--- config.mk ---
export PLATFORM = sky130hd
export DESIGN_NAME = reg_file_dump
export DESIGN_NICKNAME = d
export VERILOG_FILES = /design/src/rtl/reg_file_dump.sv
export SDC_FILE = /design/constraint.sdc
export NUM_CORES = 1
export LEC_CHECK = 0
export ABC_AREA = 1
export BUFFER_PORTS_ARGS = -buffer_cell sky130_fd_sc_hd__buf_2
export CAP_MARGIN = 20
export CORE_ASPECT_RATIO = 0.9
export CORE_MARGIN = 4
export CORE_UTILIZATION = 42
export DETAILED_ROUTE_END_ITERATION = 8
export PLACE_DENSITY = 0.77
export SETUP_SLACK_MARGIN = 0.2
export SLEW_MARGIN = 20
export SYNTH_ARGS = -nofsm -noshare
export SYNTH_HDL_FRONTEND = slang
export SYNTH_SLANG_ARGS = --single-unit
--- constraint.sdc ---
create_clock -name clk -period 1.26 [get_ports clk]
set_clock_uncertainty 0.05 [all_clocks]
set_input_delay 0.063 -clock clk [delete_from_list [all_inputs] [get_ports clk]]
set_output_delay 0.063 -clock clk [all_outputs]
set_load 0.01 [all_outputs]
--- src/rtl/reg_file_dump.sv ---
// rtl/reg_file_dump.sv - register file debug dump engine; optional checksum word via REG_FILE_DUMP_CHECKSUM_EN
module reg_file_dump #(
   parameter int DAT_W    = 32,
   parameter int ADDR_W   = 5,
   parameter int NUM_REGS = 32
) (
   input  logic              clk,
   input  logic              rst,
   input  logic              i_start,
   output logic              o_busy,
   output logic [ADDR_W-1:0] o_rf_rd_addr,
   input  logic [DAT_W-1:0]  i_rf_rd_dat,
   output logic              o_valid,
   input  logic              i_ready,
   output logic [DAT_W-1:0]  o_dat,
   output logic [ADDR_W-1:0] o_addr,
   output logic              o_last,
   output logic              o_done
);

`ifdef REG_FILE_DUMP_CHECKSUM_EN
   typedef enum logic [1:0] {S_IDLE = 2'd0, S_RUN = 2'd1, S_CSUM = 2'd2, S_DRAIN = 2'd3} state_t;
`else
   typedef enum logic [1:0] {S_IDLE = 2'd0, S_RUN = 2'd1, S_DRAIN = 2'd3} state_t;
`endif

   state_t            r_state;
   state_t            w_state_nxt;
   logic [ADDR_W-1:0] r_cnt;
`ifdef REG_FILE_DUMP_CHECKSUM_EN
   logic [DAT_W-1:0]  r_acc;
`endif
   logic              w_ld;
   logic              w_hs;
   logic              w_last_idx;

   // output register is empty or being consumed on this edge
   assign w_ld       = ~o_valid | i_ready;
   assign w_hs       = o_valid & i_ready;
   // termination is by compare against the last index, never by counter wrap
   assign w_last_idx = (r_cnt == ADDR_W'(NUM_REGS - 1));

   // state register
   always_ff @(posedge clk or posedge rst) begin
      if (rst) begin
         r_state <= S_IDLE;
      end else begin
         r_state <= w_state_nxt;
      end
   end

   // next-state logic and register file read address
   always_comb begin
      w_state_nxt  = r_state;
      o_rf_rd_addr = '0;
      case (r_state)
         S_IDLE: begin
            if (i_start) w_state_nxt = S_RUN;
         end
         S_RUN: begin
            o_rf_rd_addr = r_cnt;
            if (w_ld && w_last_idx) begin
`ifdef REG_FILE_DUMP_CHECKSUM_EN
               w_state_nxt = S_CSUM;
`else
               w_state_nxt = S_DRAIN;
`endif
            end
         end
`ifdef REG_FILE_DUMP_CHECKSUM_EN
         S_CSUM: begin
            if (w_ld) w_state_nxt = S_DRAIN;
         end
`endif
         S_DRAIN: begin
            if (w_hs) w_state_nxt = S_IDLE;
         end
         default: w_state_nxt = S_IDLE;
      endcase
   end

   // stream output register, walk counter, accumulator and status flags
   always_ff @(posedge clk or posedge rst) begin
      if (rst) begin
         r_cnt   <= '0;
`ifdef REG_FILE_DUMP_CHECKSUM_EN
         r_acc   <= '0;
`endif
         o_busy  <= 1'b0;
         o_valid <= 1'b0;
         o_dat   <= '0;
         o_addr  <= '0;
         o_last  <= 1'b0;
         o_done  <= 1'b0;
      end else begin
         o_done <= 1'b0;
         case (r_state)
            S_IDLE: begin
               if (i_start) begin
                  r_cnt  <= '0;
`ifdef REG_FILE_DUMP_CHECKSUM_EN
                  r_acc  <= '0;
`endif
                  o_busy <= 1'b1;
               end
            end
            S_RUN: begin
               if (w_ld) begin
                  o_dat   <= i_rf_rd_dat;
                  o_addr  <= r_cnt;
                  o_valid <= 1'b1;
                  r_cnt   <= r_cnt + ADDR_W'(1);
`ifdef REG_FILE_DUMP_CHECKSUM_EN
                  r_acc   <= r_acc ^ i_rf_rd_dat;
`else
                  if (w_last_idx) o_last <= 1'b1;
`endif
               end
            end
`ifdef REG_FILE_DUMP_CHECKSUM_EN
            S_CSUM: begin
               if (w_ld) begin
                  o_dat   <= r_acc;
                  o_addr  <= '0;
                  o_last  <= 1'b1;
                  o_valid <= 1'b1;
               end
            end
`endif
            S_DRAIN: begin
               if (w_hs) begin
                  o_valid <= 1'b0;
                  o_last  <= 1'b0;
                  o_busy  <= 1'b0;
                  o_done  <= 1'b1;
               end
            end
            default: begin
            end
         endcase
      end
   end

endmodule

==> flow_summary.ini <==
[synthesis]
yosysSeqAreaShare = 0.6138
yosysWarningCount = 0
syn_area_um2 = 1957
synth_cells = 216
ys_ff_latch = 48
syn_nets = 254
syn_area_per_cell_um2 = 9.060
synthDistinctLibCells = 20

[power]
power.total_mw = 4.230
irDropWorstVdd_mv = 0.6953
leakagePower_nw = 1.664
power_density_nw_per_um2 = 1369

[clocking]
clk_path_buf_depth = 2
cts-root-buf = clkbuf_8
cts_buffers = 5
cts_sinks = 48
clock_latency_ns = 0.29
path_clk_slew_ns = 0.09
cts_tree = built
h-tree-depth = 2

[floorplan]
die_area_um2 = 5817
ioPinCount = 82
core_um2 = 4489
die_x_um = 79.95
core.rowCount = 23
die_h_um = 72.76
initial_utilization = 0.4359

[sta]
finalWorstSetupSlack_ns = -0.04087
fmax_mhz = 768.7
period_share = 1.032
setup_viol = 33
rsz0062_at_grt = yes
finalSetupTns_ns = -0.4590
tightest_slew_ns = 0.2537
relSlewSlack = 0.8308
slew_viol_final = 0
hold_violations = 0
finalCriticalPeriod_ns = 1.301

[worst_setup_path]
r2r_slack_ns = -0.03
path_max_fanout = 5
critical_path_buf_inv_count = 3
critPathArrivalTime_ns = 1.19
max_stage_delay_ns = 0.40
cp_slowest_cell = dfrtp_1
worstRegToRegCells = 6
crit_chain = inv_2, nand2_4, buf_6, nor2_2, buf_2
reg2reg_to = o_dat[31]$_DFFE_PP0P_
required_ns = 1.15
startpoint_type = register
path_delay_family = flip-flops
worst_setup_path_end_kind = primary output
r2r-start = r_state[1]$_DFFE_PP0P_
crit_type = register to primary output

[placement]
io_buffers = 81
place_hpwl_um = 3131
placed_area_um2 = 2512
gp_congestion = 0.7521

[drt]
drc = 0
routed_via_density = 4.562
antenna_left = 0
dr.pass1.iters = 5
wl_um = 5234
drtIter0Drc = 62
wl_per_cell_um = 12.80
num_vias = 1866

[layout]
fin_nets = 384
final_util = 0.6881
layout_commonest_cell = nand2_1
area_growth_pct = 57.86
diodes = 0
drive_gt1_frac = 0.3948
final_cell_mix = nand2_1, buf_2, dfrtp_1
fin_area_um2 = 3089

[status]
violations = setup timing
outcome = finished with violations

[grt]
grt-ovfl-total = 0
antenna_found_initial = 0
grt_pass1_vias = 1794
grt_max_degree = 49
track_usage = 0.1849
grt_pass1_wl_um = 8397

[hold_path]
worstHoldStart = i_ready
min_to = o_done$_DFF_PP0_
min_path_type = primary input to register
hold_depth = 3

[run]
drv_cap = 0
## worst reg2reg max path, delay by kind of cell (launching register included)
family                 cells  cell delay, ns
flip-flops                 1            0.40
AND/OR/NAND/NOR            4            0.39
buffers and inverters      2            0.34
## routing by layer
metal	vias up	part of all wire	global-route usage
met5	-	0	0
met4	0	0.011	0.04503
met3	9	0.059	0.03951
met2	75	0.50	0.3244
met1	862	0.43	0.2344
li1	920	-	-
## worst max-delay path by stage
stage                                 endpoint                    from  cells after the start
after CTS                      o_rf_rd_addr[2]  r_state[1]$_DFFE_PP0P_                      5
after detailed placement  r_cnt[4]$_DFFE_PP0P_    r_cnt[1]$_DFFE_PP0P_                      6
after global routing           o_rf_rd_addr[4]  r_state[1]$_DFFE_PP0P_                      5
after floorplan           r_cnt[4]$_DFFE_PP0P_    r_cnt[0]$_DFFE_PP0P_                      6
after global placement    r_cnt[4]$_DFFE_PP0P_    r_cnt[1]$_DFFE_PP0P_                      6
final                          o_rf_rd_addr[0]  r_state[1]$_DFFE_PP0P_                      5
## stage by stage
step | hold WS, ns | instances | setup WS (ns)
floorplan | 0.04265 | 216 | 0.03917
global placement | 0.09098 | 362 | 0.05576
detailed placement | 0.09835 | 362 | 0.003583
CTS | 0.05058 | 407 | -0.03451
global route | 0.09394 | 409 | -0.07716
finish | 0.07934 | 409 | -0.04087
## flip-flops by register name, indices dropped and copies added (netlist names)
register / count
r_state: 2
o_valid: 1
o_done: 1
o_addr: 5
o_last: 1
o_dat: 32
r_cnt: 5
o_busy: 1
## synthesized netlist by cell type
| cell type | instances | area, µm² |
|---|---|---|
| nor3_2 | 1 | 10.01 |
| dfrtp_1 | 48 | 1201 |
| inv_2 | 3 | 11.26 |
| nand2_1 | 106 | 397.9 |
| nor2_1 | 10 | 37.54 |
| ha_1 | 2 | 25.02 |
| nor2_4 | 2 | 22.52 |
| xor2_1 | 1 | 8.760 |
| o22ai_2 | 1 | 12.51 |
| inv_1 | 11 | 41.29 |
| buf_6 | 1 | 11.26 |
| nand2_4 | 2 | 22.52 |
| nand4_1 | 1 | 6.260 |
| nand3_1 | 6 | 30.03 |
| buf_4 | 3 | 22.52 |
| o21bai_1 | 2 | 15.01 |
| buf_2 | 3 | 15.01 |
| nand2_2 | 1 | 6.260 |
| o21ai_1 | 10 | 50.05 |
| o21ai_0 | 2 | 10.01 |
## report_power, final
part | switching [mW] | internal, mW
registers | 0.166 | 1.80
clock network | 0.499 | 0.449
logic | 0.693 | 0.622
## cell families (layout without fill, tap and decap cells)
| logic type | after synthesis | count (layout) | synth area share |
|---|---|---|---|
| and+or+nand+nor | 129 | 129 | 0.2724 |
| DFF | 48 | 48 | 0.6138 |
| buffers and inverters | 21 | 152 | 0.05179 |
| AOI/OAI and AO/OA | 15 | 15 | 0.04475 |
| adders and majority gates | 2 | 2 | 0.01279 |
| xor gates and xnor gates | 1 | 1 | 0.004477 |
## cell type report
cell class | count | area (µm²)
clock buffers | 6 | 82.58
clock inverters | 2 | 13.76
fillers | 349 | 1400
inverters | 14 | 56.30
multi-input cells | 147 | 745.7
flip-flops and latches | 48 | 1202
well taps | 62 | 77.57
repair buffers | 130 | 910.9
## timing repair
action | 4_1_cts | 5_1_grt
endpoints found under the setup margin | 51 | 52
setup buffers | 3 | 2
resized for setup | 14 | 16
pin swaps | 2 | 3
hold buffers | 34 | 0
hold endpoints to repair | 81 | 0
cloned | 0 | 0
Note: power is estimated with default switching activity, not from simulation.
